$ cat src/rtl/irq_timer_pkg.sv
// Shared types and reset constants for the irq_timer channels.
package irq_timer_pkg;

    typedef enum logic [1:0] {
        IDLE,
        COUNT,
        DONE
    } ch_state_e;

    localparam int unsigned RST_PERIOD = 0;
    localparam int unsigned RST_WIDTH  = 1;

endpackage

$ cat src/rtl/irq_timer_ch.sv
// One timer channel: IDLE/COUNT/DONE counter plus interrupt pulse shaping.
// IRQ_TIMER_STICKY_EN selects sticky interrupts with ack/overrun instead of pulses.
module irq_timer_ch
    import irq_timer_pkg::*;
#(
    parameter int CNT_W = 16
) (
    input  logic             clk,
    input  logic             rst,
    input  logic             en,
    input  logic             oneshot,
    input  logic             load,
    input  logic [CNT_W-1:0] period,
    input  logic [CNT_W-1:0] pulse_w,
    input  logic             ack,
    output logic             inter,
    output logic             inter_nxt,
    output logic             ovf
);

    ch_state_e        state;
    logic [CNT_W-1:0] cnt;
    logic [CNT_W-1:0] p_q;
    logic [CNT_W-1:0] w_q;
    logic             fire;

    assign fire = en && (state == COUNT) && (cnt == p_q);

`ifdef IRQ_TIMER_STICKY_EN
    logic [CNT_W-1:0] w_unused;
    assign w_unused = w_q;

    // A fire wins over a coincident ack so no event is lost.
    always_comb begin
        inter_nxt = inter;
        if (!en)
            inter_nxt = 1'b0;
        else if (fire)
            inter_nxt = 1'b1;
        else if (ack)
            inter_nxt = 1'b0;
    end

    always_ff @(posedge clk or posedge rst) begin
        if (rst)
            ovf <= 1'b0;
        else if (ack)
            ovf <= 1'b0;
        else if (fire && inter)
            ovf <= 1'b1;
    end
`else
    logic [CNT_W-1:0] pcnt;
    logic             ack_unused;
    assign ack_unused = ack;
    assign ovf = 1'b0;

    // pcnt holds the remaining high cycles after the current one.
    always_comb begin
        inter_nxt = inter;
        if (!en)
            inter_nxt = 1'b0;
        else if (fire)
            inter_nxt = 1'b1;
        else if (inter && (pcnt == '0))
            inter_nxt = 1'b0;
    end

    always_ff @(posedge clk or posedge rst) begin
        if (rst)
            pcnt <= '0;
        else if (!en)
            pcnt <= '0;
        else if (fire)
            pcnt <= (w_q == '0) ? '0 : w_q - 1'b1;
        else if (pcnt != '0)
            pcnt <= pcnt - 1'b1;
    end
`endif

    always_ff @(posedge clk or posedge rst) begin
        if (rst) begin
            state <= IDLE;
            cnt   <= '0;
            p_q   <= CNT_W'(RST_PERIOD);
            w_q   <= CNT_W'(RST_WIDTH);
            inter <= 1'b0;
        end else begin
            inter <= inter_nxt;
            if (load) begin
                p_q <= period;
                w_q <= pulse_w;
            end
            if (!en) begin
                state <= IDLE;
                cnt   <= '0;
            end else begin
                unique case (state)
                    IDLE: begin
                        state <= COUNT;
                        cnt   <= '0;
                    end
                    COUNT: begin
                        // cnt > p_q only after a shrinking load: wrap silently.
                        unique case (1'b1)
                            cnt == p_q: begin
                                cnt <= '0;
                                if (oneshot)
                                    state <= DONE;
                            end
                            cnt > p_q: cnt <= '0;
                            default:   cnt <= cnt + 1'b1;
                        endcase
                    end
                    DONE:    cnt   <= '0;
                    default: state <= IDLE;
                endcase
            end
        end
    end

endmodule

$ cat src/rtl/irq_timer.sv
// Multi-channel interrupt timer: N_CH independent channels and a combined irq.
// Build with IRQ_TIMER_STICKY_EN for sticky interrupts with ack and overrun flags.
module irq_timer
    import irq_timer_pkg::*;
#(
    parameter int N_CH  = 4,
    parameter int CNT_W = 16
) (
    input  logic                  clk,
    input  logic                  rst,
    input  logic [N_CH-1:0]       en,
    input  logic [N_CH-1:0]       oneshot,
    input  logic [N_CH-1:0]       load,
    input  logic [N_CH*CNT_W-1:0] period,
    input  logic [N_CH*CNT_W-1:0] pulse_w,
    input  logic [N_CH-1:0]       ack,
    output logic [N_CH-1:0]       inter,
    output logic                  irq,
    output logic [N_CH-1:0]       ovf
);

    logic [N_CH-1:0] inter_nxt;

    for (genvar c = 0; c < N_CH; c++) begin : g_ch
        irq_timer_ch #(
            .CNT_W(CNT_W)
        ) u_ch (
            .clk      (clk),
            .rst      (rst),
            .en       (en[c]),
            .oneshot  (oneshot[c]),
            .load     (load[c]),
            .period   (period[c*CNT_W +: CNT_W]),
            .pulse_w  (pulse_w[c*CNT_W +: CNT_W]),
            .ack      (ack[c]),
            .inter    (inter[c]),
            .inter_nxt(inter_nxt[c]),
            .ovf      (ovf[c])
        );
    end

    // Registered from the channels' next values so irq lines up with inter.
    always_ff @(posedge clk or posedge rst) begin
        if (rst)
            irq <= 1'b0;
        else
            irq <= |inter_nxt;
    end

endmodule

$ cat config.mk
export PLATFORM = sky130hd
export DESIGN_NAME = irq_timer
export DESIGN_NICKNAME = d
export VERILOG_FILES = /design/src/rtl/irq_timer_pkg.sv /design/src/rtl/irq_timer_ch.sv /design/src/rtl/irq_timer.sv
export SDC_FILE = /design/constraint.sdc
export NUM_CORES = 1
export LEC_CHECK = 0
export BUFFER_PORTS_ARGS = -buffer_cell sky130_fd_sc_hd__buf_2
export CORE_MARGIN = 3
export CORE_UTILIZATION = 44
export CTS_CLUSTER_DIAMETER = 150
export DETAILED_ROUTE_END_ITERATION = 7
export GPL_ROUTABILITY_DRIVEN = 0
export HOLD_SLACK_MARGIN = 0.08
export RECOVER_POWER = 50
export SLEW_MARGIN = 25
export SYNTH_ARGS = -nofsm -noshare
export SYNTH_HDL_FRONTEND = slang
export SYNTH_SLANG_ARGS = --single-unit
$ cat constraint.sdc
create_clock -name clk -period 9 [get_ports clk]
set_clock_uncertainty 0.15 [all_clocks]
set_input_delay 0.45 -clock clk [delete_from_list [all_inputs] [get_ports clk]]
set_output_delay 0.45 -clock clk [all_outputs]
set_load 0.01 [all_outputs]
# Word-level counts from Yosys, hierarchy flattened
# Cells that the tools add are included.
dict set report word_totals {
  ff_bits 269
  elab_cells 170
  out_inout_bits 9
  in_bits 146
}
dict set report op_classes {
  n_lt_le_gt_ge 4
  n_addsub 12
  eq_ne 32
  mux 56
  reduce_logical 41
}
# op count
set op_table {}
lappend op_table {{16-bit 2-to-1 mux} 24}
lappend op_table {{16-bit logical NOT} 8}
lappend op_table {{16-bit case mux with 2 select lines} 4}
lappend op_table {{16-bit by 1-bit subtractor with 16-bit output (second input constant)} 8}
lappend op_table {{16-bit by 1-bit adder with 16-bit output (second input constant)} 4}
lappend op_table {{16-bit equality test} 4}
lappend op_table {{16-bit > comparator} 4}
lappend op_table {{16-bit nonzero test} 4}
lappend op_table {{2-bit 2-to-1 mux} 12}
lappend op_table {{3-bit inequality test (second input constant)} 8}
lappend op_table {{2-bit case mux with 3 select lines} 4}
lappend op_table {{2-bit OR reduction} 8}
lappend op_table {{1-bit logical AND} 12}
lappend op_table {{1-bit 2-to-1 mux} 12}
lappend op_table {{3-bit by 1-bit inequality test with 1-bit output (second input constant)} 4}
lappend op_table {{3-bit by 2-bit inequality test with 1-bit output (second input constant)} 4}
lappend op_table {{3-bit AND reduction} 4}
lappend op_table {{2-bit by 1-bit equality test with 1-bit output (second input constant)} 4}
lappend op_table {{2-bit equality test (second input constant)} 4}
lappend op_table {{2-bit logical NOT} 4}
lappend op_table {{2-bit inequality test (second input constant)} 4}
lappend op_table {{4-bit OR reduction} 1}

# Depth between registers and ports, before layout
dict set report depth {
  word_depth 6
  mapped_depth 9
}

# Hierarchy
# Synthesis repeated with hierarchy kept, for this count alone.
dict set report unflattened {
  hier_cells 1570
  area_unflattened_um2 15342.2
}
# mod area_each_um2 cells_each instances seq_area_each_um2
set modules_own_cells {}
lappend modules_own_cells {{irq_timer_ch (g_ch[1].u_ch ...)} 3718.6 373 2 1677.9}
lappend modules_own_cells {{irq_timer_ch (g_ch[0].u_ch)} 4001.3 424 1 1677.9}
lappend modules_own_cells {{irq_timer_ch (g_ch[3].u_ch)} 3867.5 397 1 1677.9}
lappend modules_own_cells {irq_timer 36.3 3 1 25.0}

# Least setup slack after synthesis
# Ideal clock, no wire load.
dict set report synth_path {
  path_type {register to register}
  start {register g_ch[2].u_ch.cnt[0]}
  end {register g_ch[2].u_ch.cnt[15]}
  setup_ns 0.068
  synth_period_minus_slack_ns 2.496
  path_stages_with_launch 9
  path_slack_ns 6.504
  arrival_ns 2.278
  required_time_ns 8.782
  path_cell_list {dfrtp_1 > inv_1 > ha_1 > nand2b_1 > a2111oi_2 > a2111oi_2 > or4_1 > or3_1 > nand3_1}
}
dict set report synth_between {
  elab_chain_len 5
  elab_cells_between_ends 7
  cone_classes {add/sub: 1; order compare: 1; eq/ne: 1; mux: 3; reduce/logical: 1}
}
# element line
set synth_rtl {}
lappend synth_rtl {{from (decl)} irq_timer_ch.sv:22} ;# logic [CNT_W-1:0] cnt;
lappend synth_rtl {{from (signal assigned)} irq_timer_ch.sv:112} ;# default: cnt <= cnt + 1'b1;
lappend synth_rtl {{16-bit > comparator / 16-bit equality test (equally long branches)} {irq_timer_ch.sv:111, irq_timer_ch.sv:106}}
lappend synth_rtl {{2-bit OR reduction (no source line)} -}
lappend synth_rtl {{16-bit 2-to-1 mux *} irq_timer_ch.sv:105} ;# unique case (1'b1)
lappend synth_rtl {{16-bit case mux with 2 select lines *} irq_timer_ch.sv:98} ;# unique case (state)
lappend synth_rtl {{16-bit 2-to-1 mux *} irq_timer_ch.sv:94} ;# if (!en) begin
# Every way passes the cells marked *; elsewhere a longest branch is shown, timed or not.
# A chain may end at the register's enable or synchronous reset.

==> flow_metrics.py <==
metrics = {
    "outcome": {
        "status": "finished, violations left",
        "violations": "capacitance limit, slew limit",
    },
    "yosys": {
        "yosysSeqAreaShare": 0.454,
        "synth_cells": 1536,
        "synthTopCellsByArea": "dfrtp_1 (45%), ha_1 (7.1%), mux2_2 (4.6%), xor2_1 (4.5%), nand2_1 (4.1%)",
        "synth_top_area_frac": 0.447,
        "netlist_area_mm2": 0.0148,
        "yosys.cell_types.count": 71,
        "yosys_most_used_dff": "dfrtp_1",
        "synth-seq-cells": 269,
        "yosysWarningCount": 0,
        "avgSynthCellArea_um2": 9.66,
        "synth_edf_count": 0,
        "yosys.area.top_type": "dfrtp_1",
        "async_flop_share": 1.00,
    },
    "die": {
        "fp.coreArea_mm2": 0.0329,
        "pin_count": 155,
        "design.die.area_mm2": 0.0360,
        "fp.dieW_um": 190,
        "chipHeight_um": 190,
        "num_rows": 66,
        "start_util": 0.451,
    },
    "routing": {
        "avgViaCountPerCell": 5.20,
        "drc": 0,
        "ant_nets": 0,
        "drt_pre_antenna_iters": 5,
        "vias": 11793,
        "drtIter0Drc": 486,
        "routed_wl_um": 34300,
        "wl_per_cell_um": 15.1,
    },
    "place": {
        "dp.cells": 2081,
        "portBuffers": 146,
        "postPlaceCellArea_mm2": 0.0159,
        "hpwlAfterDp_um": 23500,
    },
    "clocking": {
        "numCtsBuffers": 31,
        "htree_num_levels": 1,
        "postCtsSetupRepairBufs": 0,
        "clk_path_buf_depth": 3,
        "cts_tree": "yes",
        "clk_pin_slew_ns": 0.06,
        "cts-root-buf": "clkbuf_16",
        "clk_latency_ns": 0.55,
        "numClockSinks": 269,
    },
    "sta": {
        "fmax_ghz": 0.240,
        "finalCritPeriodShare": 0.464,
        "finalHoldViolCount": 0,
        "finalSetupViolCount": 0,
        "grt_setup_unrepaired": "false",
        "max_slew_margin": -2.09,
        "tightest_slew_ns": 4.61,
        "fin_setup_tns_ns": 0,
        "min_period_ns": 4.17,
        "drv_slew": 303,
    },
    "layout": {
        "stdcell_area_mm2": 0.0183,
        "layout.nets": 2036,
        "fin_cells": 2270,
        "mostFrequentLayoutCell": "dfrtp_1",
        "drive_gt1_frac": 0.155,
        "ff_latch_area_mm2": 0.00674,
        "area_delta_synth_final_pct": 23.4,
        "final_cell_mix": "dfrtp_1 (265), nand2_1 (161), nor2_1 (159), buf_2 (137), dlygate4sd3_1 (134)",
        "n_fill_cell": 2897,
        "multi_input_area_mm2": 0.00753,
        "n_antenna_cell": 0,
    },
    "power_and_ir_drop": {
        "irDropWorstVdd_mv": 0.170,
        "intPower_uw": 2730,
        "combPwrFrac": 0.285,
        "switchingPower_uw": 1230,
        "pwr-share-clk": 0.325,
        "leakagePower_uw": 0.00832,
        "power.density_mw_per_mm2": 216,
        "p_sw_frac": 0.310,
        "seq_power_share": 0.390,
    },
    "run": {
        "drv_cap": 5,
    },
    "global_route": {
        "first_global_vias": 11881,
        "overflow": 0,
        "grt_antenna_before_repair": 0,
        "grt_pass1_wl_um": 58200,
        "grt_max_degree": 168,
        "track_usage": 0.191,
    },
    "worst_setup_path": {
        "arrival_ns": 4.56,
        "cp_max_fo": 167,
        "worstSetupPathType": "input pin to asynchronous set/reset pin",
        "cp-start-kind": "input pin",
        "end_kind": "asynchronous set/reset pin",
        "crit_required_ns": 9.39,
    },
    "hold_path": {
        "min_path_type": "input pin to flip-flop",
    },
}
## area by class of cell
| class | count | share of cell area |
|---|---|---|
| clock buffer | 47 | 0.0511 |
| clock inverter | 8 | 0.00628 |
| inverter | 95 | 0.0195 |
| multi-input combinational | 1127 | 0.411 |
| sequential | 269 | 0.368 |
| tap | 442 | 0.0302 |
| timing repair buffer | 282 | 0.114 |
## repair_timing
action | 4_1_cts | 5_1_grt
hold endpoints to repair | 237 | 0
gates resized for setup | 0 | 0
hold buffers | 134 | 0
## critical path, stage by stage
cell           delay (ns)
dlygate4sd3_1        0.53
buf_2                0.12
clkinvlp_2           2.58
buf_12               0.62
## worst paths after layout
kind / start / to / slack, ns / cells past startpoint
hold / removal: en[3] / g_ch[3].u_ch.pcnt[1] / 0.12 / 3
min in group asynchronous: rst / g_ch[1].u_ch.w_q[5] / 1.73 / 3
max in group clk: g_ch[1].u_ch.cnt[13] / g_ch[1].u_ch.pcnt[10] / 5.95 / 7
hold reg to reg: g_ch[1].u_ch.cnt[14] / g_ch[1].u_ch.cnt[14] / 0.37 / 1
setup reg to reg: g_ch[1].u_ch.cnt[13] / g_ch[1].u_ch.pcnt[10] / 5.95 / 7
setup / recovery: rst / g_ch[3].u_ch.cnt[13] / 4.83 / 4
## stage by stage
| step | setup slack, ns | hold slack [ns] | util | power, uW |
|---|---|---|---|---|
| floorplan | 0.996 | 0.321 | - | 2410 |
| global placement | 5.94 | 0.355 | 0.485 | 2620 |
| detailed placement | 5.89 | 0.364 | 0.485 | 2650 |
| CTS | 5.89 | 0.0971 | 0.558 | 4010 |
| global route | 4.10 | 0.128 | 0.557 | 4230 |
| finish | 4.83 | 0.123 | 0.557 | 3960 |
## flip-flops by register name (all words and copies together) (netlist names)
register / count
g_ch.u_ch.pcnt: 64
irq: 1
g_ch.u_ch.p_q: 64
g_ch.u_ch.w_q: 64
g_ch.u_ch.cnt: 64
g_ch.u_ch.inter: 4
g_ch.u_ch.state: 8
## logic make-up after synthesis
| logic type | Yosys count | share of synthesized area |
|---|---|---|
| buf+inv | 143 | 0.0393 |
| fa+ha+maj | 84 | 0.0708 |
| mux | 66 | 0.0497 |
| xor+xnor | 144 | 0.0850 |
| simple gates | 586 | 0.197 |
| compound gates | 243 | 0.104 |
| other cells | 1 | 0.000253 |
| flops | 269 | 0.454 |
## power groups by stage
| stage | Combinational (uW) | Sequential (uW) | Clock, uW |
|---|---|---|---|
| floorplan | 889 | 1530 | 0 |
| global placement | 1060 | 1560 | 0 |
| detailed placement | 1080 | 1560 | 0 |
| CTS | 1130 | 1540 | 1330 |
| global route | 1290 | 1570 | 1370 |
| finish | 1130 | 1550 | 1290 |
## per-layer routing
layer,GRT usage,routed length (um),part of all wire
met5,0,0,0
met4,0.0452,813,0.024
met3,0.0251,1080,0.031
met2,0.317,16100,0.47
met1,0.267,16300,0.48
## synthesized netlist by cell type (29+ instances only)
master	count
a21oi_1	32
clkbuf_1	29
dfrtp_1	265
ha_1	84
inv_1	95
mux2_2	61
nand2_1	161
nand3_1	49
nand4_1	32
nor2_1	159
nor3_1	38
o21ai_0	95
xnor2_1	68
xor2_1	76
(Power assumes the default switching activity.)
